File: src/rtl/ulpi_axis_tx_pkg.sv
// ulpi_axis_tx_pkg: shared constants, state encoding and TX CMD helper
// for the link-side ULPI transmit path.
package ulpi_axis_tx_pkg;

    typedef enum logic [2:0] {
        S_IDLE,
        S_CMD,
        S_DATA,
        S_STOP,
        S_DRAIN
    } tx_state_t;

    localparam logic [3:0] TXCMD_PID_DEF  = 4'h4;
    localparam logic [7:0] ABORT_BYTE_DEF = 8'hFF;
    localparam logic [7:0] NOOP           = 8'h00;

    localparam logic [7:0] PID_ACK   = 8'hD2;
    localparam logic [7:0] PID_DATA0 = 8'hC3;

    function automatic logic [7:0] txcmd(
        input logic [3:0] prefix,
        input logic [3:0] pid
    );
        return {prefix, pid};
    endfunction

endpackage

File: src/rtl/ulpi_axis_tx.sv
// ulpi_axis_tx: AXI-Stream packet bytes to ULPI TX CMD + data + STP,
// with bus turnaround, PHY pre-emption and underrun abort handling.
module ulpi_axis_tx
    import ulpi_axis_tx_pkg::*;
#(
    parameter logic [3:0] TXCMD_PID  = TXCMD_PID_DEF,
    parameter logic [7:0] ABORT_BYTE = ABORT_BYTE_DEF
) (
    input  logic       ulpi_clock_i,
    input  logic       reset,
    input  logic       ulpi_dir_i,
    input  logic       ulpi_nxt_i,
    output logic       ulpi_stp_o,
    output logic [7:0] ulpi_data_o,
    output logic       ulpi_data_oe,
    input  logic       s_tvalid_i,
    output logic       s_tready_o,
    input  logic       s_tlast_i,
    input  logic [7:0] s_tdata_i,
    output logic       tx_busy_o,
    output logic       tx_abort_o
);

    tx_state_t state;
    logic      dir_q;
    logic      last_q;
    logic      go;
    logic      sent;

    assign go           = s_tvalid_i && !ulpi_dir_i && !dir_q;
    assign sent         = ulpi_nxt_i && !ulpi_dir_i;
    assign ulpi_data_oe = !ulpi_dir_i && !dir_q;
    assign tx_busy_o    = (state != S_IDLE);

    always_comb begin
        s_tready_o = 1'b0;
        if (!reset) begin
            unique case (state)
                S_IDLE:        s_tready_o = go;
                S_CMD, S_DATA: s_tready_o = sent && !last_q;
                S_DRAIN:       s_tready_o = 1'b1;
                default:       s_tready_o = 1'b0;
            endcase
        end
    end

    always_ff @(posedge ulpi_clock_i) begin
        if (reset) begin
            state       <= S_IDLE;
            dir_q       <= 1'b0;
            last_q      <= 1'b0;
            ulpi_stp_o  <= 1'b0;
            ulpi_data_o <= NOOP;
            tx_abort_o  <= 1'b0;
        end else begin
            dir_q      <= ulpi_dir_i;
            ulpi_stp_o <= 1'b0;
            tx_abort_o <= 1'b0;
            unique case (state)
                S_IDLE: begin
                    ulpi_data_o <= NOOP;
                    if (go) begin
                        ulpi_data_o <= txcmd(TXCMD_PID, s_tdata_i[3:0]);
                        last_q      <= s_tlast_i;
                        state       <= S_CMD;
                    end
                end
                S_CMD, S_DATA: begin
                    // dir beats nxt: a byte accepted under dir was not sent
                    if (ulpi_dir_i) begin
                        tx_abort_o  <= 1'b1;
                        ulpi_data_o <= NOOP;
                        state       <= last_q ? S_IDLE : S_DRAIN;
                    end else if (ulpi_nxt_i) begin
                        if (last_q) begin
                            ulpi_stp_o  <= 1'b1;
                            ulpi_data_o <= NOOP;
                            state       <= S_STOP;
                        end else if (s_tvalid_i) begin
                            ulpi_data_o <= s_tdata_i;
                            last_q      <= s_tlast_i;
                            state       <= S_DATA;
                        end else begin
                            ulpi_stp_o  <= 1'b1;
                            ulpi_data_o <= ABORT_BYTE;
                            tx_abort_o  <= 1'b1;
                            state       <= S_DRAIN;
                        end
                    end
                end
                S_STOP: begin
                    ulpi_data_o <= NOOP;
                    state       <= S_IDLE;
                end
                S_DRAIN: begin
                    ulpi_data_o <= NOOP;
                    if (s_tvalid_i && s_tlast_i) begin
                        state <= S_IDLE;
                    end
                end
                default: begin
                    ulpi_data_o <= NOOP;
                    state       <= S_IDLE;
                end
            endcase
        end
    end

endmodule
File: config.mk
export PLATFORM = sky130hd
export DESIGN_NAME = ulpi_axis_tx
export DESIGN_NICKNAME = d
export VERILOG_FILES = /design/src/rtl/ulpi_axis_tx_pkg.sv /design/src/rtl/ulpi_axis_tx.sv
export SDC_FILE = /design/constraint.sdc
export NUM_CORES = 1
export LEC_CHECK = 0
export ABC_AREA = 0
export CAP_MARGIN = 20
export CORE_MARGIN = 2
export CORE_UTILIZATION = 30
export DETAILED_ROUTE_END_ITERATION = 16
export PLACE_DENSITY = 0.53
export RECOVER_POWER = 100
export REMOVE_ABC_BUFFERS = 1
export SETUP_SLACK_MARGIN = 0.15
export SKIP_CTS_REPAIR_TIMING = 1
export SLEW_MARGIN = 25
export SYNTH_ARGS = -nofsm -noshare
export SYNTH_HDL_FRONTEND = slang
export SYNTH_SLANG_ARGS = --single-unit
File: constraint.sdc
create_clock -name ulpi_clock_i -period 2.05 [get_ports ulpi_clock_i]
set_input_delay 0.615 -clock ulpi_clock_i [delete_from_list [all_inputs] [get_ports ulpi_clock_i]]
set_output_delay 0.615 -clock ulpi_clock_i [all_outputs]
set_load 0.02 [all_outputs]
==> impl_metrics.json <==
{
  "grt_first_pass_wirelength_um": 3470,
  "ctsRootBufferMaster": "clkbuf_4",
  "cp_slowest_cell": "nor3b_4",
  "core.rowCount": 18,
  "rsz0062_at_grt": "true",
  "wl_per_cell_um": 12.9,
  "ys_ff_latch": 15,
  "worstPathMaxFanout": 2,
  "finalSetupTns_ps": 0,
  "startpoint_type": "input pin",
  "drt_iter0_markers": 25,
  "fmax_mhz": 500,
  "clk_pin_slew_ps": 80,
  "final_max_slew_viol_count": 0,
  "drv_cap": 0,
  "cts_made_buffers": 3,
  "viasPerCell": 5.02,
  "leakage_nw": 0.579,
  "finalWirelength_um": 2230,
  "path_class": "input pin to output pin",
  "post-dp-hpwl_um": 1670,
  "fin_crit_ps": 2000,
  "grt_max_degree": 14,
  "async_flop_share": 0,
  "final_nets": 158,
  "synth_top_cell_by_area": "dfxtp_1",
  "hold_viol_final": 0,
  "status": "finished, final reports clean",
  "start_util": 0.317,
  "yosys.cell_count.top_type": "dfxtp_1",
  "die-area_sq_um": 3040,
  "synth_edf_count": 0,
  "netlist_top_cells_count": "dfxtp_1, nor2_1, o21ai_0, nand2_1, a21oi_1",
  "period_share": 0.975,
  "port_buffers": 26,
  "cp_slowest_stage_delay_ps": 210,
  "finalPower_w": 0.000697,
  "tightestPinTransition_ps": 597,
  "cts_buffer_depth": 2,
  "num_io_pins": 27,
  "holdCritPathClass": "flop to flop",
  "irDropWorstVdd_mv": 0.417,
  "fill_cells": 239,
  "yosysSeqAreaShare": 0.382,
  "die-width_um": 55.2,
  "fp.dieH_um": 55.2,
  "gp_congestion": 0.866,
  "synth-main-ff-cell": "dfxtp_1",
  "drt_first_pass_iters": 4,
  "cts.sinks": 15,
  "syn_area_sq_um": 786,
  "fin_worst_skew_ps": 3.91,
  "drc": 0,
  "core_area_sq_um": 2480,
  "yosysUniqueCellTypes": 31,
  "syn_avg_cell_area_sq_um": 8.18,
  "final_cells": 173,
  "htreeDepth": 1,
  "drive_above_1_share": 0.294,
  "path_common_cell": "buf_4",
  "ant_nets": 0,
  "placed_cells": 166,
  "synth_area_leaders": "dfxtp_1, nor2_1, o21ai_0, a21oi_1, o2bb2ai_1",
  "power_density_nw_per_um2": 527,
  "synth.top_cell.area_share": 0.382,
  "arrival_ps": 1380,
  "diodes": 0,
  "grt-ovfl-total": 0,
  "area_growth_pct": 68.2,
  "cts_tree": "yes",
  "vias": 868,
  "worstPathCellList": "buf_8, buf_4, nor3b_4, o21ai_2, a21oi_2, buf_4",
  "max_slew_margin": 0.596,
  "setup_violations": 0,
  "end_kind": "output pin",
  "ys_warn_count": 0,
  "clock_latency_ps": 280,
  "synth_cells": 96,
  "first_global_vias": 801,
  "globalRouteTotalUtil": 0.163,
  "antenna_found_initial": 0,
  "cp.required_ps": 1430
}
[cell families after synthesis]
kind of cell | after synthesis | share of synthesized area
flops | 15 | 0.382
xor+xnor | 1 | 0.0111
compound gates | 29 | 0.268
simple gates | 41 | 0.287
buf+inv | 10 | 0.0525
[cell type report]
cell class                      instances  area (sq um)  share of cell area
Multi-Input combinational cell         71           485               0.367
Timing Repair Buffer                   49           454               0.344
Sequential cell                        15           303               0.229
Tap cell                               30          37.5              0.0284
Clock buffer                            4          26.3              0.0199
Inverter                                4          15.0              0.0114
[sequential cells by signal (all words and copies together) (netlist names)]
name         flops
dir_q            1
state            3
last_q           1
ulpi_data_o      8
tx_abort_o       1
ulpi_stp_o       1
[cells in the final DEF, fill, tap and decap left out, types with 2 or more instances in the layout]
master,Yosys,layout
a21oi_1,7,6
nor2b_1,5,5
nand2_1,8,8
clkbuf_4,0,3
nor2_1,14,14
buf_4,0,23
o21ai_0,9,8
nor3_1,4,4
buf_6,0,3
nor3b_4,0,2
inv_1,4,4
dfxtp_1,15,13
clkdlybuf4s50_1,0,17
o2bb2ai_1,4,4
dfxtp_2,0,2
dlymetal6s2s_1,0,5
[critical path: cells and delay by family]
family                 cells  cell delay [ps]
AOI/OAI and AO/OA          2              180
and+or+nand+nor            1              210
buffers and inverters      3              370
[per-stage QoR]
| stage | hold slack [ps] | setup WS [ps] | util | area, sq um |
|---|---|---|---|---|
| after global routing | 482 | -3.59 | 0.533 | 1320 |
| after CTS | 457 | -757 | 0.498 | 1230 |
| final | 446 | 51.0 | 0.533 | 1320 |
| after floorplan | 502 | 131 | - | 759 |
| after detailed placement | 445 | -751 | 0.487 | 1210 |
| after global placement | 437 | -738 | 0.487 | 1210 |
[layer usage]
metal / part of all wire / wire length, um / vias to the layer above / track usage
met4: 0.0085 / 19 / 0 / 0.0366
met5: 0 / 0 / - / 0
met2: 0.48 / 1070 / 35 / 0.270
li1: - / - / 436 / -
met3: 0.076 / 170 / 5 / 0.0484
met1: 0.44 / 972 / 392 / 0.207
[worst paths after layout]
kind / from / end / slack (ps) / depth (start not counted)
min: ulpi_data_o[7] / ulpi_data_o[7] / 450 / 2
min reg2reg: ulpi_data_o[7] / ulpi_data_o[7] / 450 / 2
max: ulpi_dir_i / s_tready_o / 50 / 6
max reg2reg: state[1] / state[2] / 390 / 7
[power breakdown]
part           switching (W)  leakage (nW)  internal (W)
clock network      0.0000883        0.0150     0.0000756
registers         0.00000843         0.123      0.000304
logic               0.000103         0.441      0.000118
Note: power is estimated with default switching activity, not from simulation.
